## src/rtl/clock_tick_sched.sv

```systemverilog
// clock_tick_sched: 1 Hz tick prescaler, carry/enable sequencer and set-time
// mode FSM for an external seconds/minutes/hours counter chain.
//
// Parameters
//   TICK_DIV  clk cycles per second tick (>=2)
//   DEB_CYC   consecutive stable synced samples to accept a button edge (>=2)
// Ports
//   clk, rst              clock; asynchronous active-high reset
//   btn_mode, btn_inc     raw bouncy push buttons
//   sec_z, min_z, hr_z    terminal-count flags from the counters
//   sec_en, min_en, hr_en counter enables
//   sec_clr               synchronous clear request to the seconds counter
//   tick                  one-cycle 1 Hz pulse
//   mode                  0=RUN, 1=SET_MIN, 2=SET_HR
module clock_tick_sched #(
    parameter int TICK_DIV = 50,
    parameter int DEB_CYC  = 4
) (
    input  logic       clk,
    input  logic       rst,
    input  logic       btn_mode,
    input  logic       btn_inc,
    input  logic       sec_z,
    input  logic       min_z,
    input  logic       hr_z,
    output logic       sec_en,
    output logic       min_en,
    output logic       hr_en,
    output logic       sec_clr,
    output logic       tick,
    output logic [1:0] mode
);
    localparam int PW = $clog2(TICK_DIV);
    localparam int DW = $clog2(DEB_CYC);
    localparam logic [PW-1:0] PRE_MAX = PW'(TICK_DIV - 1);
    localparam logic [DW-1:0] DEB_MAX = DW'(DEB_CYC - 1);

    typedef enum logic [1:0] {RUN = 2'd0, SET_MIN = 2'd1, SET_HR = 2'd2, BAD = 2'd3} mode_t;

    mode_t         state, state_nxt;
    logic [PW-1:0] pre_cnt, pre_nxt;
    logic [1:0]    raw, press;
    logic          mode_press, inc_press;
    logic          unused_hr_z;

    // The hours terminal count has no carry destination.
    assign unused_hr_z = hr_z;
    assign raw = {btn_inc, btn_mode};
    assign mode_press = press[0];
    assign inc_press = press[1];

    genvar b;
    generate
        for (b = 0; b < 2; b++) begin : g_btn
            logic          s1, s2, lvl, lvl_q;
            logic [DW-1:0] cnt;
            always_ff @(posedge clk or posedge rst)
                if (rst) begin
                    s1 <= 1'b0;
                    s2 <= 1'b0;
                    lvl <= 1'b0;
                    lvl_q <= 1'b0;
                    cnt <= '0;
                end else begin
                    s1 <= raw[b];
                    s2 <= s1;
                    lvl_q <= lvl;
                    // lvl only follows s2 after DEB_CYC consecutive differing samples
                    if (s2 == lvl)
                        cnt <= '0;
                    else if (cnt == DEB_MAX) begin
                        lvl <= ~lvl;
                        cnt <= '0;
                    end else
                        cnt <= cnt + 1'b1;
                end
            assign press[b] = lvl & ~lvl_q;
        end
    endgenerate

    always_ff @(posedge clk or posedge rst)
        if (rst) begin
            state <= RUN;
            pre_cnt <= '0;
        end else begin
            state <= state_nxt;
            pre_cnt <= pre_nxt;
        end

    always_comb begin
        state_nxt = (state == BAD) ? RUN :
                    !mode_press    ? state :
                    (state == RUN) ? SET_MIN :
                    (state == SET_MIN) ? SET_HR : RUN;
        pre_nxt = (state != RUN) ? '0 : (pre_cnt == PRE_MAX) ? '0 : pre_cnt + 1'b1;
        tick = (state == RUN) && (pre_cnt == PRE_MAX);
        sec_en = tick;
        // a mode press in the same cycle swallows the increment
        min_en = (state == RUN) ? tick & sec_z : (state == SET_MIN) & inc_press & ~mode_press;
        hr_en = (state == RUN) ? tick & sec_z & min_z : (state == SET_HR) & inc_press & ~mode_press;
        sec_clr = (state == SET_HR) & mode_press;
        mode = state;
    end
endmodule

```

## config.mk

```make
export PLATFORM = sky130hd
export DESIGN_NAME = clock_tick_sched
export DESIGN_NICKNAME = d
export VERILOG_FILES = /design/src/rtl/clock_tick_sched.sv
export SDC_FILE = /design/constraint.sdc
export NUM_CORES = 1
export LEC_CHECK = 0
export BUFFER_PORTS_ARGS = -buffer_cell sky130_fd_sc_hd__clkbuf_2
export CAP_MARGIN = 20
export CORE_MARGIN = 1
export CORE_UTILIZATION = 55
export CTS_BUF_LIST = sky130_fd_sc_hd__clkbuf_16
export DETAILED_ROUTE_END_ITERATION = 12
export PLACE_DENSITY = 0.78
export SKIP_LAST_GASP = 1
export SYNTH_ARGS = -nofsm -noshare
export SYNTH_HDL_FRONTEND = slang
export SYNTH_SLANG_ARGS = --single-unit
```

## constraint.sdc

```tcl
create_clock -name clk -period 4.85 [get_ports clk]
set_input_delay 0.7275 -clock clk [delete_from_list [all_inputs] [get_ports clk]]
set_output_delay 0.7275 -clock clk [all_outputs]
set_load 0.05 [all_outputs]
```

==> metrics.yaml, run 1 <==
power.switching_mw: 0.204
cts_buffers: 3
initial_core_util_pct: 61.1
rsz0062_at_grt: "false"
yosysSeqAreaShare_pct: 60.7
netlist_instances: 70
synth-simple-area-share_pct: 17.9
cts_tree: "built"
cts_max_path_buffers: 2
clk_latency_ns: 0.25
synthAdderAreaFrac_pct: 6.07
wl_microns: 1210
rows: 13
holdPathStages: 0
fin_skew_ns: 0.000929
async_flop_share_pct: 100
avgViaCountPerCell: 5.45
grt_pass1_wl_microns: 1840
num_vias: 545
drive_gt1_share_pct: 22.4
finalWorstPathRequiredPeriod_ns: 2.79
post_cts_resized: 0
post_cts_buffers: 0
r2r_slack_ns: 3.29
cp.required_ns: 4.12
gr-total-overflow: 0
status: "complete, no violations"
synth_top_family_by_area: "simple AND/OR/NAND/NOR gates"
grt_max_degree: 21
hpwl_microns: 833
yosysWarnings: 0
critPathArrivalTime_ns: 2.06
ant_nets: 0
fin_tns_setup_ns: 0
synth_compound_area_share_pct: 3.95
io_pins: 14
placed_cells: 96
drt_iter0_markers: 4
combPwrFrac_pct: 26.0
cp_max_fo: 3
synth_cell_type_count: 23
fp.dieW_microns: 40.7
worstSetupPathType: "reg -> out"
port_buffers: 12
period_share_pct: 57.5
root_buffer: "clkbuf_16"
antenna_found_initial: 0
tightestPinTransition_ns: 0.694
drv_cap: 0
place.gp.congestion: 0.714
r2r_start: "pre_cnt[1]$_DFF_PP0_"
ir_worst_vdd_v: 0.000469
hold_viol: 0
min_from: "g_btn[1].s1$_DFF_PP0_"
syn_area_sq_um: 825
synth_edf_count: 0
fin_nets: 97
synth_seq_cells: 20
grtUsageTotal_pct: 18.3
cts_max_level: 1
synth_xor_area_share_pct: 6.37
routedWlPerCell_microns: 12.1
avgSynthCellArea_sq_um: 11.8
holdBufCountCts: 0
timing.rr.end: "pre_cnt[2]$_DFF_PP0_"
swShare_pct: 31.1
drc: 0
seq_power_share_pct: 40.5
firstDrtPassIters: 4
die-area_sq_mm: 0.00166
setup_viol: 0
synth-main-ff-cell: "dfrtp_1"
layout-area-overhead-vs-synth_pct: 21.4
hold_end: "g_btn[1].s2$_DFF_PP0_"
cts_sinks: 20
synth.area.mux_share_pct: 2.73
p_clk_share_pct: 33.5
start_kind: "flip-flop"
p_leak_nw: 0.475
grt_pass1_vias: 487
intPower_mw: 0.451
diodes: 0
fin_cells: 100
clkSlewWorstSetupHoldPaths_ns: 0.05
slew_violations: 0
core_area_sq_mm: 0.00135
crit_path_end_kind: "output pin"
synth_nets: 81
power.density_mw_per_mm2: 654
ff2ff_path_depth: 5
hp-class: "reg -> reg"
relSlewSlack_pct: 53.7
die_y_microns: 40.7
clock.fmax_mhz: 358
==> cell usage in the layout, fill, tap and decap left out, types with 2 or more instances in the layout <==
master,netlist,final
nor2b_1,3,3
nand3_1,3,3
clkbuf_2,0,12
ha_1,4,4
clkbuf_16,0,3
nand2b_1,2,2
o22ai_1,2,2
nor2_1,8,8
xnor2_1,4,4
a21oi_1,2,2
dfrtp_1,20,20
inv_1,3,3
nand2_1,3,3
nor3_1,3,3
xor2_1,2,2
mux2_2,2,2
==> cell families after synthesis <==
| kind of cell | Yosys count |
|---|---|
| compound gates | 6 |
| xor+xnor | 6 |
| fa+ha+maj | 4 |
| buf+inv | 4 |
| flops | 20 |
| mux | 2 |
| simple gates | 28 |
==> area by class of cell <==
| type | instances | area (sq um) |
|---|---|---|
| Tap cell | 15 | 18.8 |
| Timing Repair Buffer | 12 | 60.1 |
| Clock inverter | 1 | 30.0 |
| Sequential cell | 20 | 500 |
| Fill cell | 89 | 349 |
| Inverter | 3 | 11.3 |
| Clock buffer | 3 | 75.1 |
| Multi-Input combinational cell | 46 | 305 |
==> power groups by stage <==
stage / Clock, mW / Sequential, mW / Combinational [mW]
after floorplan: 0 / 0.277 / 0.117
after global placement: 0 / 0.262 / 0.163
after detailed placement: 0 / 0.265 / 0.167
after CTS: 0.222 / 0.266 / 0.174
after global routing: 0.228 / 0.274 / 0.197
final: 0.220 / 0.265 / 0.170
==> cell usage after synthesis (all sizes together) (2+ instances only) <==
cell type	number	area share, %
nand3	3	1.8
inv	3	1.4
xor2	2	2.1
o21ai	2	1.2
mux2	2	2.7
a21oi	2	1.2
nand2b	2	1.5
o22ai	2	1.5
xnor2	4	4.2
nor2b	3	2.3
nor3	3	1.8
dfrtp	20	61
nand2	3	1.4
nor2	8	3.6
ha	4	6.1
==> worst max path at each step <==
| stage | startpoint | end | slack [ns] |
|---|---|---|---|
| floorplan | pre_cnt[1]$_DFF_PP0_ | tick | 1.46 |
| global placement | sec_z | min_en | 2.36 |
| detailed placement | sec_z | min_en | 2.32 |
| CTS | pre_cnt[1]$_DFF_PP0_ | min_en | 2.05 |
| global route | pre_cnt[1]$_DFF_PP0_ | sec_en | 1.95 |
| finish | pre_cnt[1]$_DFF_PP0_ | min_en | 2.06 |
==> metal layers <==
layer	up-vias	share of wire (%)	global-route usage, %
li1	269	-	-
met1	255	43	17.9
met2	16	51	32.9
met3	5	2.9	1.63
met4	0	3.6	17.5
met5	-	0	0
==> sequential cells by signal (all words and copies together) (netlist names) <==
signal / flops
g_btn.cnt: 4
g_btn.s1: 2
pre_cnt: 6
mode: 2
g_btn.lvl: 2
g_btn.lvl_q: 2
g_btn.s2: 2
==> worst max-delay path, stage by stage (launching register included) <==
cell      delay, ns
dfrtp_1        0.39
inv_1          0.06
ha_1           0.13
or3b_1         0.37
or4_1          0.41
a21oi_1        0.15
clkbuf_2       0.29
==> per-stage QoR <==
stage	utilization, %	setup WS [ns]	hold WS [ns]	power [mW]	cell area (sq um)
after detailed placement	66.4	2.32	0.342	0.432	896
final	74.1	2.06	0.351	0.655	1000
after floorplan	-	1.46	0.331	0.394	825
after global placement	66.4	2.36	0.334	0.425	896
after global routing	74.1	1.95	0.356	0.700	1000
after CTS	74.1	2.05	0.354	0.662	1000
(Power assumes the default switching activity.)
==> run 2: changes to the inputs <==
--- a/config.mk
+++ b/config.mk
@@ -8,10 +8,10 @@
 export BUFFER_PORTS_ARGS = -buffer_cell sky130_fd_sc_hd__clkbuf_2
 export CAP_MARGIN = 20
 export CORE_MARGIN = 1
-export CORE_UTILIZATION = 55
+export CORE_UTILIZATION = 47
 export CTS_BUF_LIST = sky130_fd_sc_hd__clkbuf_16
 export DETAILED_ROUTE_END_ITERATION = 12
-export PLACE_DENSITY = 0.78
+export PLACE_DENSITY = 0.71
 export SKIP_LAST_GASP = 1
 export SYNTH_ARGS = -nofsm -noshare
 export SYNTH_HDL_FRONTEND = slang
==> constraint.sdc (replaced) <==
create_clock -name clk -period 2.4 [get_ports clk]
set_input_delay 0.36 -clock clk [delete_from_list [all_inputs] [get_ports clk]]
set_output_delay 0.36 -clock clk [all_outputs]
set_load 0.05 [all_outputs]
==> run 2 against run 1 <==
The run now ends with design-rule violations left. Worst hold slack got worse by 0.15 ns. Die area rose by 16%. Non-clock buffer count rose by 2. Via count rose by 1.3%. Flip-flop and latch count did not move. Final cell count rose by 3.0%.
==> metrics.yaml, run 2 (synthesis gave the netlist of run 1 again) <==
die_y_microns: 43.9
hp-class: "in -> async"
layout-area-overhead-vs-synth_pct: 26.7
post-place-ws_ns: 0.275
clk_latency_ns: 0.25
io_pins: 14
setup_viol: 0
reg_top3: "pre_cnt (6), g_btn.cnt (4)"
ant_nets: 0
ir_worst_vdd_v: 0.000741
grtUsageTotal_pct: 15.9
diodes: 0
finalWorstPathRequiredPeriod_ns: 2.37
core_area_sq_mm: 0.00158
grt_max_degree: 21
rows: 14
grt_pass1_wl_microns: 2100
start_kind: "flip-flop"
firstDrtPassIters: 8
cts_sinks: 20
status: "finished, violations left"
whs_ns: 0.202
top_register: "pre_cnt"
clock.fmax_mhz: 422
critPathArrivalTime_ns: 2.01
rsz0062_at_grt: "true"
gr-total-overflow: 0
r2r_start: "pre_cnt[1]$_DFF_PP0_"
final_common_cell: "dfrtp_1"
cts_max_level: 1
power.density_mw_per_mm2: 1320
cp.required_ns: 2.04
drc: 4
slew_violations: 0
worstSetupPathType: "reg -> out"
period_share_pct: 98.8
placed_cells: 97
port_buffers: 12
place.gp.congestion: 0.726
hpwl_microns: 851
wl_microns: 1360
fin_tns_setup_ns: 0
ff2ff_path_depth: 5
violations: "design-rule violations"
antenna_found_initial: 0
root_buffer: "clkbuf_16"
drv_cap: 0
fin_skew_ns: 0.00101
crit_path_end_kind: "output pin"
fin_cells: 103
avgViaCountPerCell: 5.36
largest_register_ffs: 6
routedWlPerCell_microns: 13.2
die-area_sq_mm: 0.00193
cts_tree: "built"
layout_common_cells: "dfrtp_1, clkbuf_2, nor2_1"
initial_core_util_pct: 52.3
fp.dieW_microns: 43.9
setup_slack_ns: 0.0286
clkSlewWorstSetupHoldPaths_ns: 0.05
cts_buffers: 3
utilization_pct: 66.3
grt_pass1_vias: 505
drt_iter0_markers: 10
relSlewSlack_pct: 52.0
crit_path_start: "pre_cnt[1]$_DFF_PP0_"
p_leak_nw: 0.490
num_vias: 552
drive_gt1_share_pct: 29.9
hold_viol: 0
fin_nets: 99
cts_max_path_buffers: 2
tightestPinTransition_ns: 0.720
cp_max_fo: 3
[run 2: cell count changes in the layout (fill, tap and decap cells not counted), sizes merged]
cell    change
clkbuf      -1
buf         +3
[run 2: cell type report]
class / instances / area (sq um)
Tap cell: 16 / 20.0
Fill cell: 122 / 532
Clock buffer: 3 / 75.1
Clock inverter: 1 / 30.0
Timing Repair Buffer: 14 / 81.3
Multi-Input combinational cell: 46 / 327
Sequential cell: 20 / 500
Inverter: 3 / 11.3
[run 2: repair_timing]
action	in CTS	in global routing
hold buffers	0	0
setup endpoints to repair	1	4
buffers inserted	0	2
pin swaps	0	1
resized for setup	1	5
[run 2: metrics by stage]
stage	cell area [sq um]	total power, mW
finish	1040	1.38
global route	1040	1.47
CTS	1020	1.36
detailed placement	912	0.888
global placement	912	0.871
floorplan	840	0.806
[run 2: layer usage]
| metal | global-route usage [%] | wire [microns] |
|---|---|---|
| met1 | 20.3 | 611 |
| met2 | 23.0 | 655 |
| met3 | 6.25 | 73 |
| met4 | 9.09 | 17 |
| met5 | 0 | 0 |
[run 2: path summary, 6_finish.rpt]
check | to | slack (ns)
worst max-delay path | min_en | 0.03
worst min-delay path | g_btn[1].cnt[1]$_DFF_PP0_ | 0.20
worst max register to register | pre_cnt[3]$_DFF_PP0_ | 0.79
worst min register to register | g_btn[1].s2$_DFF_PP0_ | 0.35
max in group asynchronous | pre_cnt[5]$_DFF_PP0_ | 1.74
min in group clk | g_btn[0].s1$_DFF_PP0_ | 0.21
[run 2: where the power goes]
part	total, mW	internal (mW)	switching [mW]
clock	0.448	0.331	0.118
sequential	0.545	0.440	0.105
combinational	0.386	0.173	0.213
[run 2: worst max-delay path, stage by stage (launching register included)]
cell	delay, ns
dfrtp_1	0.41
inv_2	0.07
ha_1	0.13
or3b_4	0.38
or4_4	0.43
a21oi_2	0.17
buf_6	0.17
==> run 3: changes to the inputs <==
--- a/config.mk
+++ b/config.mk
@@ -12,6 +12,7 @@
 export CTS_BUF_LIST = sky130_fd_sc_hd__clkbuf_16
 export DETAILED_ROUTE_END_ITERATION = 12
 export PLACE_DENSITY = 0.71
+export SETUP_SLACK_MARGIN = 0.3
 export SKIP_LAST_GASP = 1
 export SYNTH_ARGS = -nofsm -noshare
 export SYNTH_HDL_FRONTEND = slang
==> run 3 against run 2 <==
The run still ends with design-rule violations left. Critical endpoint unchanged. Combinational power is 7.8% higher. Register-to-register slack gained 0.02 ns. First-iteration DRC count fell by 50%. Via count increased by 0.91%. Largest cell class unchanged.
==> metrics.yaml, run 3 (synthesis gave the netlist of run 1 again) <==
cts_max_path_buffers: 2
regArea_sq_um: 502
swShare_pct: 34.1
met1_usage_pct: 21.4
firstDrtPassIters: 8
diodes: 0
setup_viol: 0
rsz0062_at_grt: "true"
cts_buffers: 3
rows: 14
period_share_pct: 96.3
busiest_layer: "met2"
cts_max_level: 1
hpwl_microns: 839
drive_gt1_share_pct: 32.6
power.total_mw: 1.29
routedWlPerCell_microns: 13.6
layout-area-overhead-vs-synth_pct: 31.7
slew_violations: 0
crit_path_end_kind: "output pin"
intPower_mw: 0.853
combPwrFrac_pct: 32.2
worstSetupPathType: "reg -> out"
fin_tns_setup_ns: 0
p_clk_share_pct: 25.3
power.switching_mw: 0.441
relSlewSlack_pct: 51.5
cp_max_fo: 3
place.gp.congestion: 0.734
multi_input_area_sq_um: 363
drt_iter0_markers: 5
top_register: "pre_cnt"
final_common_cell: "dfrtp_1"
hold_viol: 0
num_vias: 557
finalWorstPathRequiredPeriod_ns: 2.31
ir_worst_vdd_v: 0.000609
cp_top_family: "simple AND/OR/NAND/NOR gates"
die-area_sq_mm: 0.00193
root_buffer: "clkbuf_16"
violations: "design-rule violations"
layout_common_cells: "dfrtp_1, nor2_1, clkbuf_2"
reg_top3: "pre_cnt (6), g_btn.cnt (4)"
port_buffers: 12
path_buf_inv: 2
antenna_found_initial: 0
holdBufCountCts: 0
critPathArrivalTime_ns: 1.95
clk_latency_ns: 0.25
seq_power_share_pct: 42.5
ant_nets: 0
grt_pass1_wl_microns: 2360
gr-total-overflow: 0
p_leak_nw: 0.486
grt_max_degree: 21
grtUsageTotal_pct: 17.8
largest_register_ffs: 6
start_kind: "flip-flop"
initial_core_util_pct: 52.3
die_y_microns: 43.9
wl_microns: 1380
io_pins: 14
clkSlewWorstSetupHoldPaths_ns: 0.05
slowest_stage: "or4_4"
cts_sinks: 20
cp_cell_sequence: "inv_2 > ha_4 > or3b_4 > or4_4 > a21oi_4 > buf_8"
hp-class: "in -> async"
gr-usage-met2_pct: 28.4
fillers: 108
fp.dieW_microns: 43.9
status: "finished, violations left"
core_area_sq_mm: 0.00158
power.density_mw_per_mm2: 1190
cp.required_ns: 2.04
grt_use_met3_pct: 3.75
drc: 2
drv_cap: 0
fin_skew_ns: 0.00288
fin_nets: 99
clock.fmax_mhz: 433
cts_tree: "built"
avgViaCountPerCell: 5.46
tightestPinTransition_ns: 0.726
slowest_delay_ns: 0.44
grt_pass1_vias: 564
-- run 3: routing by layer --
| metal | wire length [microns] | vias to the layer above | share of wire, % |
|---|---|---|---|
| li1 | - | 270 | - |
| met2 | 681 | 16 | 49 |
| met4 | 38 | 0 | 2.7 |
| met3 | 65 | 4 | 4.7 |
| met1 | 598 | 267 | 43 |
| met5 | 0 | - | 0 |
-- run 3: repair_timing --
| item | CTS | global route |
|---|---|---|
| pin swaps | 2 | 2 |
| setup endpoints to repair | 4 | 4 |
| setup buffers | 1 | 1 |
| gates resized for setup | 14 | 6 |
-- run 3: worst paths after layout --
check,from,to,slack (ns),cells after the start
min,rst,pre_cnt[5]$_DFF_PP0_,0.21,2
max reg2reg,pre_cnt[1]$_DFF_PP0_,pre_cnt[4]$_DFF_PP0_,0.81,5
min reg2reg,g_btn[0].s1$_DFF_PP0_,g_btn[0].s2$_DFF_PP0_,0.35,0
max in group asynchronous,rst,pre_cnt[0]$_DFF_PP0_,1.69,2
min in group clk,btn_mode,g_btn[0].s1$_DFF_PP0_,0.22,1
max,pre_cnt[1]$_DFF_PP0_,min_en,0.09,6
-- run 3: power groups by stage --
stage | Sequential (mW) | Combinational [mW] | Clock [mW]
3_3_place_gp | 0.540 | 0.340 | 0
6_report | 0.550 | 0.416 | 0.327
3_5_place_dp | 0.547 | 0.347 | 0
5_1_grt | 0.568 | 0.475 | 0.345
2_1_floorplan | 0.568 | 0.247 | 0
4_1_cts | 0.548 | 0.396 | 0.334
-- run 3: worst register-to-register path: stages, from the launching register on --
cell and delay, ns:
dfrtp_1 0.39, inv_2 0.08, ha_4 0.12, or3b_4 0.38, o21ai_1 0.39, nor2_1 0.10
-- run 3: layout make-up --
cell class                 count  share of cell area, %
sequential                    20                   46.2
multi-input combinational     46                   33.4
timing repair buffer          14                   10.6
clock buffer                   3                   6.91
tap                           16                   1.84
inverter                       3                   1.04
-- run 3: metrics by stage --
| stage | area (sq um) | hold WS, ns | cells | util, % | setup slack, ns |
|---|---|---|---|---|---|
| floorplan | 853 | 0.324 | 70 | - | 0.0912 |
| global placement | 926 | 0.334 | 97 | 58.7 | 0.251 |
| detailed placement | 926 | 0.336 | 97 | 58.7 | 0.237 |
| CTS | 1060 | 0.216 | 101 | 67.5 | 0.0760 |
| global route | 1090 | 0.211 | 102 | 68.9 | 0.0503 |
| finish | 1090 | 0.210 | 102 | 68.9 | 0.0884 |
